**config.mk**
```make
export PLATFORM = sky130hd
export DESIGN_NAME = mul_share_arb
export DESIGN_NICKNAME = d
export VERILOG_FILES = /design/src/rtl/mul_share_arb.sv
export SDC_FILE = /design/constraint.sdc
export NUM_CORES = 1
export LEC_CHECK = 0
export CAP_MARGIN = 5
export CORE_MARGIN = 2
export CORE_UTILIZATION = 37
export DETAILED_ROUTE_END_ITERATION = 8
export GPL_ROUTABILITY_DRIVEN = 0
export GPL_TIMING_DRIVEN = 0
export PLACE_DENSITY = 0.77
export SLEW_MARGIN = 15
export SYNTH_ARGS = -nofsm -noshare
export SYNTH_HDL_FRONTEND = slang
export SYNTH_SLANG_ARGS = --single-unit
```
**constraint.sdc**
```tcl
create_clock -name clk -period 3.8 [get_ports clk]
set_input_delay 0.95 -clock clk [delete_from_list [all_inputs] [get_ports clk]]
set_output_delay 0.95 -clock clk [all_outputs]
set_load 0.02 [all_outputs]
```
**src/rtl/mul_share_arb.sv**
```systemverilog
`default_nettype none
// ============================================================================
// Module   : mul_share_arb
// Brief    : Round-robin time-sharing of one pipelined signed multiplier among
//            NREQ requesters, returning tagged in-order responses.
//            Optional MUL_SHARE_ARB_STATS_EN adds issue/idle counters.
// Revision : 1.0
// ============================================================================
module mul_share_arb #(
    parameter  int WIDTH = 16,
    parameter  int NREQ  = 4,
    parameter  int LAT   = 1,
    localparam int IDW   = (NREQ > 1) ? $clog2(NREQ) : 1
) (
    input  logic                  clk,
    input  logic                  rst,
    input  logic [NREQ-1:0]       req_valid,
    input  logic [NREQ*WIDTH-1:0] req_a,
    input  logic [NREQ*WIDTH-1:0] req_b,
    output logic [NREQ-1:0]       req_ready,
    output logic [WIDTH-1:0]      mul_a,
    output logic [WIDTH-1:0]      mul_b,
    input  logic [2*WIDTH-1:0]    mul_p,
    output logic                  rsp_valid,
    output logic [IDW-1:0]        rsp_id,
    output logic [2*WIDTH-1:0]    rsp_data,
    output logic                  busy
`ifdef MUL_SHARE_ARB_STATS_EN
    ,
    output logic [31:0]           stat_issued,
    output logic [31:0]           stat_idle
`endif
);

    logic [IDW-1:0]   r_ptr;
    logic [LAT:0]     r_tag_v;
    logic [IDW-1:0]   r_tag_id [0:LAT];

    logic [IDW:0]     w_cand;
    logic [IDW-1:0]   w_gidx;
    logic [IDW-1:0]   w_nxt_ptr;
    logic             w_xfer;
    logic [NREQ-1:0]  w_grant;
    logic [WIDTH-1:0] w_sel_a;
    logic [WIDTH-1:0] w_sel_b;

    // Search upward from r_ptr; the one extra bit in w_cand lets the
    // wrap be an explicit subtract, so non-power-of-two NREQ works.
    always_comb begin
        w_grant = '0;
        w_gidx  = '0;
        w_xfer  = 1'b0;
        w_cand  = '0;
        for (int off = 0; off < NREQ; off++) begin
            w_cand = {1'b0, r_ptr} + (IDW+1)'(off);
            if (w_cand >= (IDW+1)'(NREQ)) begin
                w_cand = w_cand - (IDW+1)'(NREQ);
            end
            if (!w_xfer && req_valid[w_cand[IDW-1:0]]) begin
                w_xfer = 1'b1;
                w_gidx = w_cand[IDW-1:0];
            end
        end
        if (w_xfer) begin
            w_grant[w_gidx] = 1'b1;
        end
    end

    always_comb begin
        w_sel_a = '0;
        w_sel_b = '0;
        for (int i = 0; i < NREQ; i++) begin
            if (w_grant[i]) begin
                w_sel_a = req_a[i*WIDTH +: WIDTH];
                w_sel_b = req_b[i*WIDTH +: WIDTH];
            end
        end
    end

    assign w_nxt_ptr = (w_gidx == IDW'(NREQ - 1)) ? '0 : w_gidx + IDW'(1);
    assign req_ready = w_grant;
    assign busy      = rsp_valid | (|r_tag_v);

    always_ff @(posedge clk) begin
        if (rst) begin
            r_ptr     <= '0;
            mul_a     <= '0;
            mul_b     <= '0;
            r_tag_v   <= '0;
            rsp_valid <= 1'b0;
            rsp_id    <= '0;
            rsp_data  <= '0;
            for (int s = 0; s <= LAT; s++) begin
                r_tag_id[s] <= '0;
            end
        end else begin
            if (w_xfer) begin
                r_ptr <= w_nxt_ptr;
                mul_a <= w_sel_a;
                mul_b <= w_sel_b;
            end
            // Tag travels alongside the multiplier pipeline; the final stage
            // lines up with mul_p for the operands it describes.
            r_tag_v[0]  <= w_xfer;
            r_tag_id[0] <= w_gidx;
            for (int s = 1; s <= LAT; s++) begin
                r_tag_v[s]  <= r_tag_v[s-1];
                r_tag_id[s] <= r_tag_id[s-1];
            end
            rsp_valid <= r_tag_v[LAT];
            if (r_tag_v[LAT]) begin
                rsp_data <= mul_p;
                rsp_id   <= r_tag_id[LAT];
            end
        end
    end

`ifdef MUL_SHARE_ARB_STATS_EN
    logic [31:0] r_issued;
    logic [31:0] r_idle;

    always_ff @(posedge clk) begin
        if (rst) begin
            r_issued <= '0;
            r_idle   <= '0;
        end else begin
            if (w_xfer) begin
                r_issued <= r_issued + 32'd1;
            end
            if (req_valid == '0) begin
                r_idle <= r_idle + 32'd1;
            end
        end
    end

    assign stat_issued = r_issued;
    assign stat_idle   = r_idle;
`endif

endmodule
`default_nettype wire

```
==> impl_results.md, run 1 <==
* First-pass GRT wire length at ~21,000 um
* Post-synth EDFFs at 0
* Pins Over Slew Limit at 0
* DRC viols at 0
* Maximum VDD drop at roughly 220 uV
* Synth async-reset ratio at 0
* Cell taking the most area after synthesis: dfxtp_1
* Synth top area share at 0.3904
* # Max-Cap Violations at 0
* Antenna viol nets, final at 0
* YS warnings at 0
* Share of layout cells above drive strength 1 at 0.08429
* Vias per cell at approximately 5.1
* Sequential element share of the synthesized area at 0.3904
* Number of synthesized register bits at 75
* Setup-failing EPs final at 0
* Final hold slack at 440.8 ps
* Cells after DPL at a little over 800
* Status: finished clean
* CORE AREA at 10,180 um^2
* Maximum clock insertion buffer count at 2
* Final Worst Setup Slack at 91.37 ps
* TritonCTS buffer count at 9
* Fin crit share at 0.9760
* Cell Area, Synth at a little under 4000 um^2
* Iter 0 DRT Violations at 145
* WL per Instance at about 16 um
* CTS tree: done
* Critical Path Source Type: input pin
* Min cycle time layout at ~3700 ps
* Lkg Pwr at 2.541 nW
* # rows at 37
* Worst Skew at 8.909 ps
* Critical path required time at approximately 2900 ps
* Power density cells at 414.3 nW/um^2
* Die height at 106.0 um
* Fin cells at between 800 and 900
* Cell variety after synth at 36
* Largest net degree at the start of global routing at 20
* Clk_lat worst skew at ~350 ps
* Worst hold path type: reg -> reg
* Most common cell in the synthesized netlist: a21oi_1
* Place WS at -1227 ps
* Clk sink count at 75
* I/O pins at 238
* Worst slew pin tran at about 630 ps
* DR pass1 iterations at 4
* Port Buf Inserts at about 240
* Critical Path End Type: output pin
* Post-layout util at 0.6452
* Vias at approximately 4,300
* CTS HTree Levels at 3
* Final hold vios at 0
* Starting Density at 0.3776
* Cts-stage hold buffer count at 0
* ANT cells at 0
* Rel. slew slack at 0.5789
* Unrepaired setup endpoints after global routing: false
* Synth Instances at between 400 and 500
* Post-synth net total at between 600 and 700
* Worst path arrival time at approximately 2800 ps
* Top cells by count, synth: a21oi_1 (99), dfxtp_1 (75), nor2_1 (35), inv_1 (34), mux2i_1 (34)
* Initial antenna violation count at 2
* Fmax at around 0.27 GHz
* Width of the die at around 110 um
* Syn avg cell area at about 8.6 um^2
* Clock transition at path regs at 80 ps
* Critical path class: in -> out
* Commonest register cell after synthesis: dfxtp_1
* CP max FO at 19
* Layout Area Growth over Synthesis at 70.85%
* Drt total wl at about 13,000 um
* GR Overflow Total at 0
* Final nets at about 870
* Most area-consuming cells after synthesis: dfxtp_1 (39%), a21oi_1 (13%), mux2i_1 (8.8%)
* Final HPWL DP at between 10,000 and 15,000 um
* Vias in the first global route at ~4,300
* GRT Total Usage at 0.2342
* CTS root buf: clkbuf_8
* Total Die Area at 11,230 um^2
-- worst max-delay path, cell delays in order --
cell           delay (ps)
dlygate4sd2_1         300
or4_4                 560
and4_2                230
ha_1                  230
buf_6                 170
and2_1                150
buf_2                 160
-- sequential cells by signal, summed over array words and instances (netlist names) --
name	cells
mul_b	16
rsp_id	2
r_tag_v	2
mul_a	16
r_tag_id	4
rsp_valid	1
rsp_data	32
r_ptr	2
-- report_power, final --
part           switching [mW]  total [mW]  internal, mW  leakage (nW)
Clock                   0.336       0.583         0.247        0.0844
Combinational           0.575        1.19         0.619          1.84
Sequential             0.0544       0.946         0.891         0.617
Total                   0.966        2.72          1.76          2.54
-- what timing repair did --
item / CTS / global route
setup endpoints to repair: 4 / 3
gates cloned: 0 / 0
setup buffers: 2 / 2
resized for setup: 24 / 5
pin swaps: 1 / 1
-- layout by cell type (no fill, tap or decap), drive strengths merged --
cell | Yosys | layout
a21o | 1 | 1
a21oi | 99 | 99
a221o | 32 | 32
a31oi | 1 | 1
and2 | 4 | 4
and4 | 2 | 2
buf | 20 | 25
clkbuf | 22 | 29
clkdlybuf4s15 | 0 | 1
clkdlybuf4s50 | 0 | 228
clkinv | 0 | 1
clkinvlp | 0 | 3
dfxtp | 75 | 75
dlygate4sd1 | 2 | 2
dlygate4sd2 | 0 | 3
dlymetal6s2s | 1 | 1
ha | 4 | 4
inv | 34 | 37
mux2 | 1 | 1
mux2i | 34 | 34
nand2 | 3 | 3
nand2b | 2 | 2
nand3b | 33 | 33
nand4 | 1 | 1
nor2 | 35 | 35
nor2b | 4 | 4
nor4 | 1 | 1
o21a | 1 | 1
o21ai | 32 | 32
o221a | 1 | 1
o22a | 1 | 1
o22ai | 1 | 1
or3 | 1 | 1
or4 | 1 | 1
-- metrics by stage --
step,cell area [um^2],setup TNS (ps),power (mW)
CTS,6575,0,2.740
global route,6571,0,2.872
finish,6571,0,2.723
global placement,6379,-6379,2.131
detailed placement,6379,-8027,2.151
floorplan,3846,0,1.614
-- worst paths after layout --
check	to	cells after the start	slack, ps	start
setup / recovery	req_ready[1]	7	90	req_valid[1]
hold reg to reg	r_tag_id[1][1]	1	440	r_tag_id[0][1]
setup reg to reg	mul_a[0]	10	1160	r_ptr[1]
hold / removal	r_tag_id[1][1]	1	440	r_tag_id[0][1]
-- cells by family (layout without fill, tap and decap cells) --
| group | after synthesis | count (layout) | share of synthesized area |
|---|---|---|---|
| AOI/OAI and AO/OA | 169 | 169 | 0.2697 |
| and+or+nand+nor | 87 | 87 | 0.1340 |
| buffers and inverters | 79 | 330 | 0.1015 |
| DFF | 75 | 75 | 0.3904 |
| muxes | 35 | 35 | 0.09141 |
| adders and majority gates | 4 | 4 | 0.01301 |
-- cell type report --
| cell class | instances | area (um^2) |
|---|---|---|
| fill | 877 | 3613 |
| timing repair buffer | 240 | 2370 |
| multi-input combinational | 295 | 1971 |
| sequential | 75 | 1501 |
| buffer | 40 | 247.7 |
| tap | 136 | 170.2 |
| inverter | 34 | 127.6 |
| clock buffer | 9 | 123.9 |
| clock inverter | 7 | 60.06 |
-- routing by layer --
layer  share of wire  GRT usage  up-vias  wire [um]
li1                -          -     2101          -
met1            0.38     0.2433     1957       5034
met3            0.10    0.07787       30       1338
met4           0.026    0.08929        2        351
met5         0.00097          0        -         13
met2            0.50     0.4346      192       6656
Note: power is estimated with default switching activity, not from simulation.
==> run 2, diff against run 1 <==
Settings changed: RECOVER_POWER set to 50.
==> run 2 against run 1 <==
  * The run now ends with max-capacitance violations, max-slew violations left
  * Non-clock buffer count is the same
  * Utilization shrank 0.22 points
  * Clock skew grew 2.1 ps
  * Cell count is the same
  * Register-to-register slack is essentially flat
  * Sequential power is essentially flat
  * Fmax grew 0.87%
  * Flip-flop and latch count is the same
  * Clock power is essentially flat
  * Final area shrank 0.34%
==> impl_results.md, run 2 (synthesized netlist as in run 1, its figures left out) <==
* Status: finished with violations
* Failing checks: max-capacitance violations, max-slew violations
* Layout Area Growth over Synthesis at 70.27%
* CP max FO at 19 (unchanged)
* Clk sink count at 75 (unchanged)
* Max reg flops at 32 (unchanged)
* Fin crit share at 0.9676 (-0.008381)
* CTS root buf: clkbuf_8
* GRT Total Usage at 0.2342 (unchanged)
* # rows at 37 (unchanged)
* Clock transition at path regs at 80 ps (about the same)
* Maximum clock insertion buffer count at 2 (unchanged)
* I/O pins at 238 (unchanged)
* Biggest register: rsp_data
* Post-route cell area at 6549 um^2 (-0.34%)
* DR pass1 iterations at 4 (unchanged)
* Final nets at 865 (unchanged)
* Final hold vios at 0 (unchanged)
* CP max stage cell: or4_4
* Antenna viol nets, final at 0 (unchanged)
* Unrepaired setup endpoints after global routing: false
* Total Die Area at 11,230 um^2 (unchanged)
* Slowest stage delay, CP at 550 ps (about the same)
* # Max-Cap Violations at 1 (+1)
* Vias per cell at 5.139 (+0.33%)
* Rel. slew slack at -0.04750 (-0.6264)
* GR Overflow Total at 0 (unchanged)
* Vias at 4,296 (+0.33%)
* Power density cells at 413.6 nW/um^2 (-0.18%)
* Setup-failing EPs final at 0 (unchanged)
* Overall power at 2.708 mW (-0.52%)
* Critical Path Source Type: input pin
* Fin cells at 836 (unchanged)
* Drt total wl at 13,420 um (+0.18%)
* Maximum VDD drop at 227.5 uV (+2.5%)
* Biggest regs: rsp_data (32), mul_a (16), mul_b (16)
* Iter 0 DRT Violations at 135 (-6.9%)
* ANT cells at 0 (unchanged)
* Width of the die at 106.0 um (unchanged)
* Min cycle time layout at 3677 ps (-31.85 ps)
* Critical path cell sequence: dlygate4sd2_1, or4_4, and4_2, ha_1, buf_6, and2_1, buf_2
* Die height at 106.0 um (unchanged)
* Initial antenna violation count at 2 (unchanged)
* Cells after DPL at 821 (unchanged)
* Critical path required time at 2850 ps (about the same)
* Worst hold path type: reg -> reg
* CORE AREA at 10,180 um^2 (unchanged)
* Pins Over Slew Limit at 8 (+8)
* CTS tree: done
* Vias in the first global route at 4,299 (unchanged)
* WL per Instance at 16.05 um (+0.18%)
* Worst slew pin tran at 1557 ps (+930.0 ps)
* Worst path arrival time at 2730 ps (-30 ps)
* DRC viols at 0 (unchanged)
* Port Buf Inserts at 236 (unchanged)
* Most frequent cells in the layout: clkdlybuf4s50_1 (198), a21oi_1 (99), dfxtp_1 (75)
* Area after DPL at 6379 um^2 (unchanged)
* Fmax at 0.2720 GHz (+0.87%)
* Critical Path End Type: output pin
* TritonCTS buffer count at 9 (unchanged)
* Starting Density at 0.3776 (unchanged)
* Final HPWL DP at 10,630 um (unchanged)
* Commonest non-fill, non-tap cell in the layout: clkdlybuf4s50_1
* Clk_lat worst skew at 350 ps (about the same)
* Share of layout cells above drive strength 1 at 0.08143 (-0.002857)
* Critical path class: in -> out
* First-pass GRT wire length at 20,840 um (unchanged)
* Lkg Pwr at 2.618 nW (+3.0%)
* CTS HTree Levels at 3 (unchanged)
* Largest net degree at the start of global routing at 20 (unchanged)
* Worst Skew at 11.01 ps (+2.104 ps)
run 2: cell count changes in the layout (fill, tap and decap cells not counted):
| cell | before | now |
|---|---|---|
| dlygate4sd3_1 | 0 | 30 |
| clkbuf_1 | 18 | 20 |
| nor4_4 | 1 | 0 |
| clkdlybuf4s50_1 | 228 | 198 |
| nor4_1 | 0 | 1 |
| buf_6 | 7 | 6 |
| buf_1 | 1 | 0 |
run 2: power by group:
group | leakage [nW] | total [mW] | internal [mW] | switching, mW
Combinational | 1.92 | 1.18 | 0.607 | 0.576
Sequential | 0.617 | 0.945 | 0.891 | 0.0534
Clock | 0.0844 | 0.581 | 0.247 | 0.334
run 2: worst paths after layout:
| kind | start | to | slack (ps) | cells past startpoint |
|---|---|---|---|---|
| worst min-delay path | r_tag_id[0][1] | r_tag_id[1][1] | 440 | 1 |
| worst max register to register | r_ptr[1] | mul_a[0] | 1160 | 10 |
| worst max-delay path | req_valid[1] | req_ready[1] | 120 | 7 |
| worst min register to register | r_tag_id[0][1] | r_tag_id[1][1] | 440 | 1 |
run 2: per-stage QoR:
stage               setup TNS [ps]  utilization  hold WS, ps  setup WS, ps
floorplan                        0            -        413.8         272.0
global placement             -6379       0.6263        421.1         -1138
detailed placement           -8027       0.6263        428.1         -1227
CTS                              0       0.6456        447.0         8.789
global route                     0       0.6430        461.2         58.77
finish                           0       0.6430        440.7         123.2
run 2: final cells by class:
cell class	count	area, um^2
fillers	881	3636
repair buffers	240	2370
multi-input cells	295	1956
flip-flops and latches	75	1501
plain buffers	40	240.2
well taps	136	170.2
inverters	34	127.6
clock buffers	9	123.9
clock inverters	7	60.06
run 2: repair_timing:
action / CTS / global route
resized for setup: 24 / 5
buffers inserted: 2 / 2
hold buffers: 0 / 0
endpoints found under the hold margin: 0 / 0
setup endpoints to repair: 4 / 3
pin swaps: 1 / 1
run 2: layer usage:
layer  vias to the layer above  share of wire  GRT usage
met5                         -         0.0023          0
met4                         4          0.028    0.08929
met3                        32          0.089    0.07787
met2                       185           0.49     0.4346
met1                      1979           0.39     0.2433
li1                       2096              -          -
run 2: critical path: cells and delay by family:
family / cells / cell delay, ps
adders and majority gates: 1 / 230
buffers and inverters: 3 / 620
and+or+nand+nor: 3 / 920
==> run 3, diff against run 2 <==
Settings changed: CORE_UTILIZATION 37 to 34, PLACE_DENSITY 0.77 to 0.75.
Clock period 3.8 ns to 3.2 ns, I/O delays scaled along.
==> run 3 against run 2 <==
  * Clock skew down 2.0 ps
  * Worst hold slack worse by 4.1 ps
  * The flow still finishes with violations (max-capacitance violations, max-slew violations)
  * Largest power group unchanged
  * Setup slack worse by 97 ps
  * Wire length up 3.7%
  * Cell count up 0.84%
  * Critical path type unchanged
==> impl_results.md, run 3 (synthesized netlist as in run 1, its figures left out) <==
* GRT Total Usage at 0.2135 (-0.02076)
* Clk_lat worst skew at 330 ps (-20 ps)
* CTS tree: done
* Setup TNS at 0 ps (unchanged)
* Logic pwr share at 0.400 (-0.037)
* Starting Density at 0.3517 (-0.02593)
* # Max-Cap Violations at 1 (unchanged)
* Total Die Area at 12,180 um^2 (+8.5%)
* CP max FO at 10 (-9)
* CTS root buf: clkbuf_16
* Cts-stage hold buffer count at 0 (unchanged)
* TritonCTS buffer count at 9 (unchanged)
* Final HPWL DP at 11,120 um (+4.7%)
* Fin crit share at 0.9918
* Critical path class: in -> out
* CORE AREA at 10,940 um^2 (+7.4%)
* Largest net degree at the start of global routing at 20 (unchanged)
* Critical path required time at 2400 ps (-450 ps)
* ANT cells at 0 (unchanged)
* GR Overflow Total at 0 (unchanged)
* Width of the die at 110.4 um (+4.2%)
* Lkg Pwr at 2.701 nW (+3.2%)
* Maximum VDD drop at 308.4 uV (+36%)
* CTS HTree Levels at 3 (unchanged)
* Layout Area Growth over Synthesis at 74.85%
* Worst slew pin tran at 1545 ps (-12.12 ps)
* Worst hold path type: reg -> reg
* Power density cells at 534.7 nW/um^2 (+29%)
* Clock transition at path regs at 60 ps (-20 ps)
* Maximum clock insertion buffer count at 2 (unchanged)
* Clk sink count at 75 (unchanged)
* Initial antenna violation count at 0 (-2)
* Biggest regs: rsp_data (32), mul_a (16), mul_b (16)
* Worst path arrival time at 2370 ps (-360 ps)
* DRC viols at 0 (unchanged)
* Critical Path End Type: output pin
* Sw Ratio at 0.3229 (-0.03289)
* Most frequent cells in the layout: clkdlybuf4s50_1 (199), a21oi_1 (99), dfxtp_1 (75)
* Vias at 4,284 (-0.28%)
* Share of layout cells above drive strength 1 at 0.09388 (+0.01245)
* Min cycle time layout at 3174 ps
* First-pass GRT wire length at 20,000 um (-4.0%)
* Failing checks: max-capacitance violations, max-slew violations
* Post-layout util at 0.6150 (-0.02801)
* I/O pins at 238 (unchanged)
* Commonest non-fill, non-tap cell in the layout: clkdlybuf4s50_1
* Fmax at between 0.3 and 0.4 GHz
* Max reg flops at 32 (unchanged)
* Final hold vios at 0 (unchanged)
* Unrepaired setup endpoints after global routing: false
* Setup-failing EPs final at 0 (unchanged)
* Antenna viol nets, final at 0 (unchanged)
* Final nets at 868 (+0.35%)
* P_sw at 1.161 mW (+20%)
* Status: finished with violations
* Biggest register: rsp_data
* Port Buf Inserts at 236 (unchanged)
* P_int at 2.435 mW (+40%)
* Flop pwr share at 0.313 (-0.036)
* WL per Instance at 16.51 um (+2.9%)
* DR pass1 iterations at 8 (+4)
* Overall power at 3.596 mW (+33%)
* Clock Power Share at 0.287 (+0.072)
* # rows at 38 (+2.7%)
* Die height at 110.4 um (+4.2%)
* Vias in the first global route at 4,265 (-0.79%)
* Drt total wl at 13,920 um (+3.7%)
* Worst Skew at 9.015 ps (-1.999 ps)
* Iter 0 DRT Violations at 192 (+42%)
* Vias per cell at 5.082 (-1.1%)
* Critical Path Source Type: input pin
* Rel. slew slack at -0.03935 (+0.008151)
* Pins Over Slew Limit at 8 (unchanged)
-- run 3: changes by cell type in the layout (fill, tap and decap cells not counted), sizes merged --
cell,change
dlygate4sd3,-1
clkdlybuf4s50,+1
inv,-1
bufinv,+1
buf,+8
clkdlybuf4s15,-1
clkinvlp,-1
dlygate4sd2,-3
-- run 3: what timing repair did --
action	in CTS	in global routing
buffers inserted	5	2
setup endpoints to repair	35	4
gates cloned	0	0
resized for setup	49	7
pin swaps	2	2
-- run 3: cell type report --
cell class / count / area [um^2]
well taps: 140 / 175.2
inverters: 34 / 127.6
fillers: 937 / 4210
multi-input cells: 295 / 1963
clock buffers: 10 / 239.0
plain buffers: 40 / 262.8
flip-flops and latches: 75 / 1501
clock inverters: 6 / 71.32
repair buffers: 243 / 2385
-- run 3: metrics by stage --
stage	cells	cell area [um^2]	hold slack, ps	setup slack (ps)
after global routing	843	6725	464.7	1.689
after detailed placement	825	6386	426.6	-1539
after global placement	825	6386	421.4	-1513
after CTS	843	6720	441.4	10.97
after floorplan	449	3849	413.8	4.747
final	843	6725	436.5	26.33
-- run 3: path summary, 6_finish.rpt --
kind	start	end	slack (ps)	cells past startpoint
max	req_valid[2]	req_ready[3]	30	8
min	r_tag_id[0][0]	r_tag_id[1][0]	440	1
max reg2reg	r_ptr[1]	mul_a[2]	630	10
min reg2reg	r_tag_id[0][0]	r_tag_id[1][0]	440	1
-- run 3: layer usage --
| metal | GRT usage | part of all wire |
|---|---|---|
| met4 | 0.07411 | 0.017 |
| met3 | 0.07525 | 0.11 |
| met5 | 0 | 0 |
| met2 | 0.4075 | 0.51 |
| met1 | 0.2121 | 0.37 |
-- run 3: critical path: stages --
cell and delay, ps:
buf_4 130, or4_4 570, and4_4 190, ha_4 160
clkbuf_8 130, buf_8 130, and2_4 130, buf_6 120
-- run 3: power groups by stage --
stage               sequential [mW]  combinational (mW)  clock, mW
detailed placement             1.14                1.42          0
CTS                            1.12                1.44       1.05
floorplan                      1.27               0.648          0
global route                   1.14                1.55       1.08
global placement               1.13                1.40          0
finish                         1.13                1.44       1.03
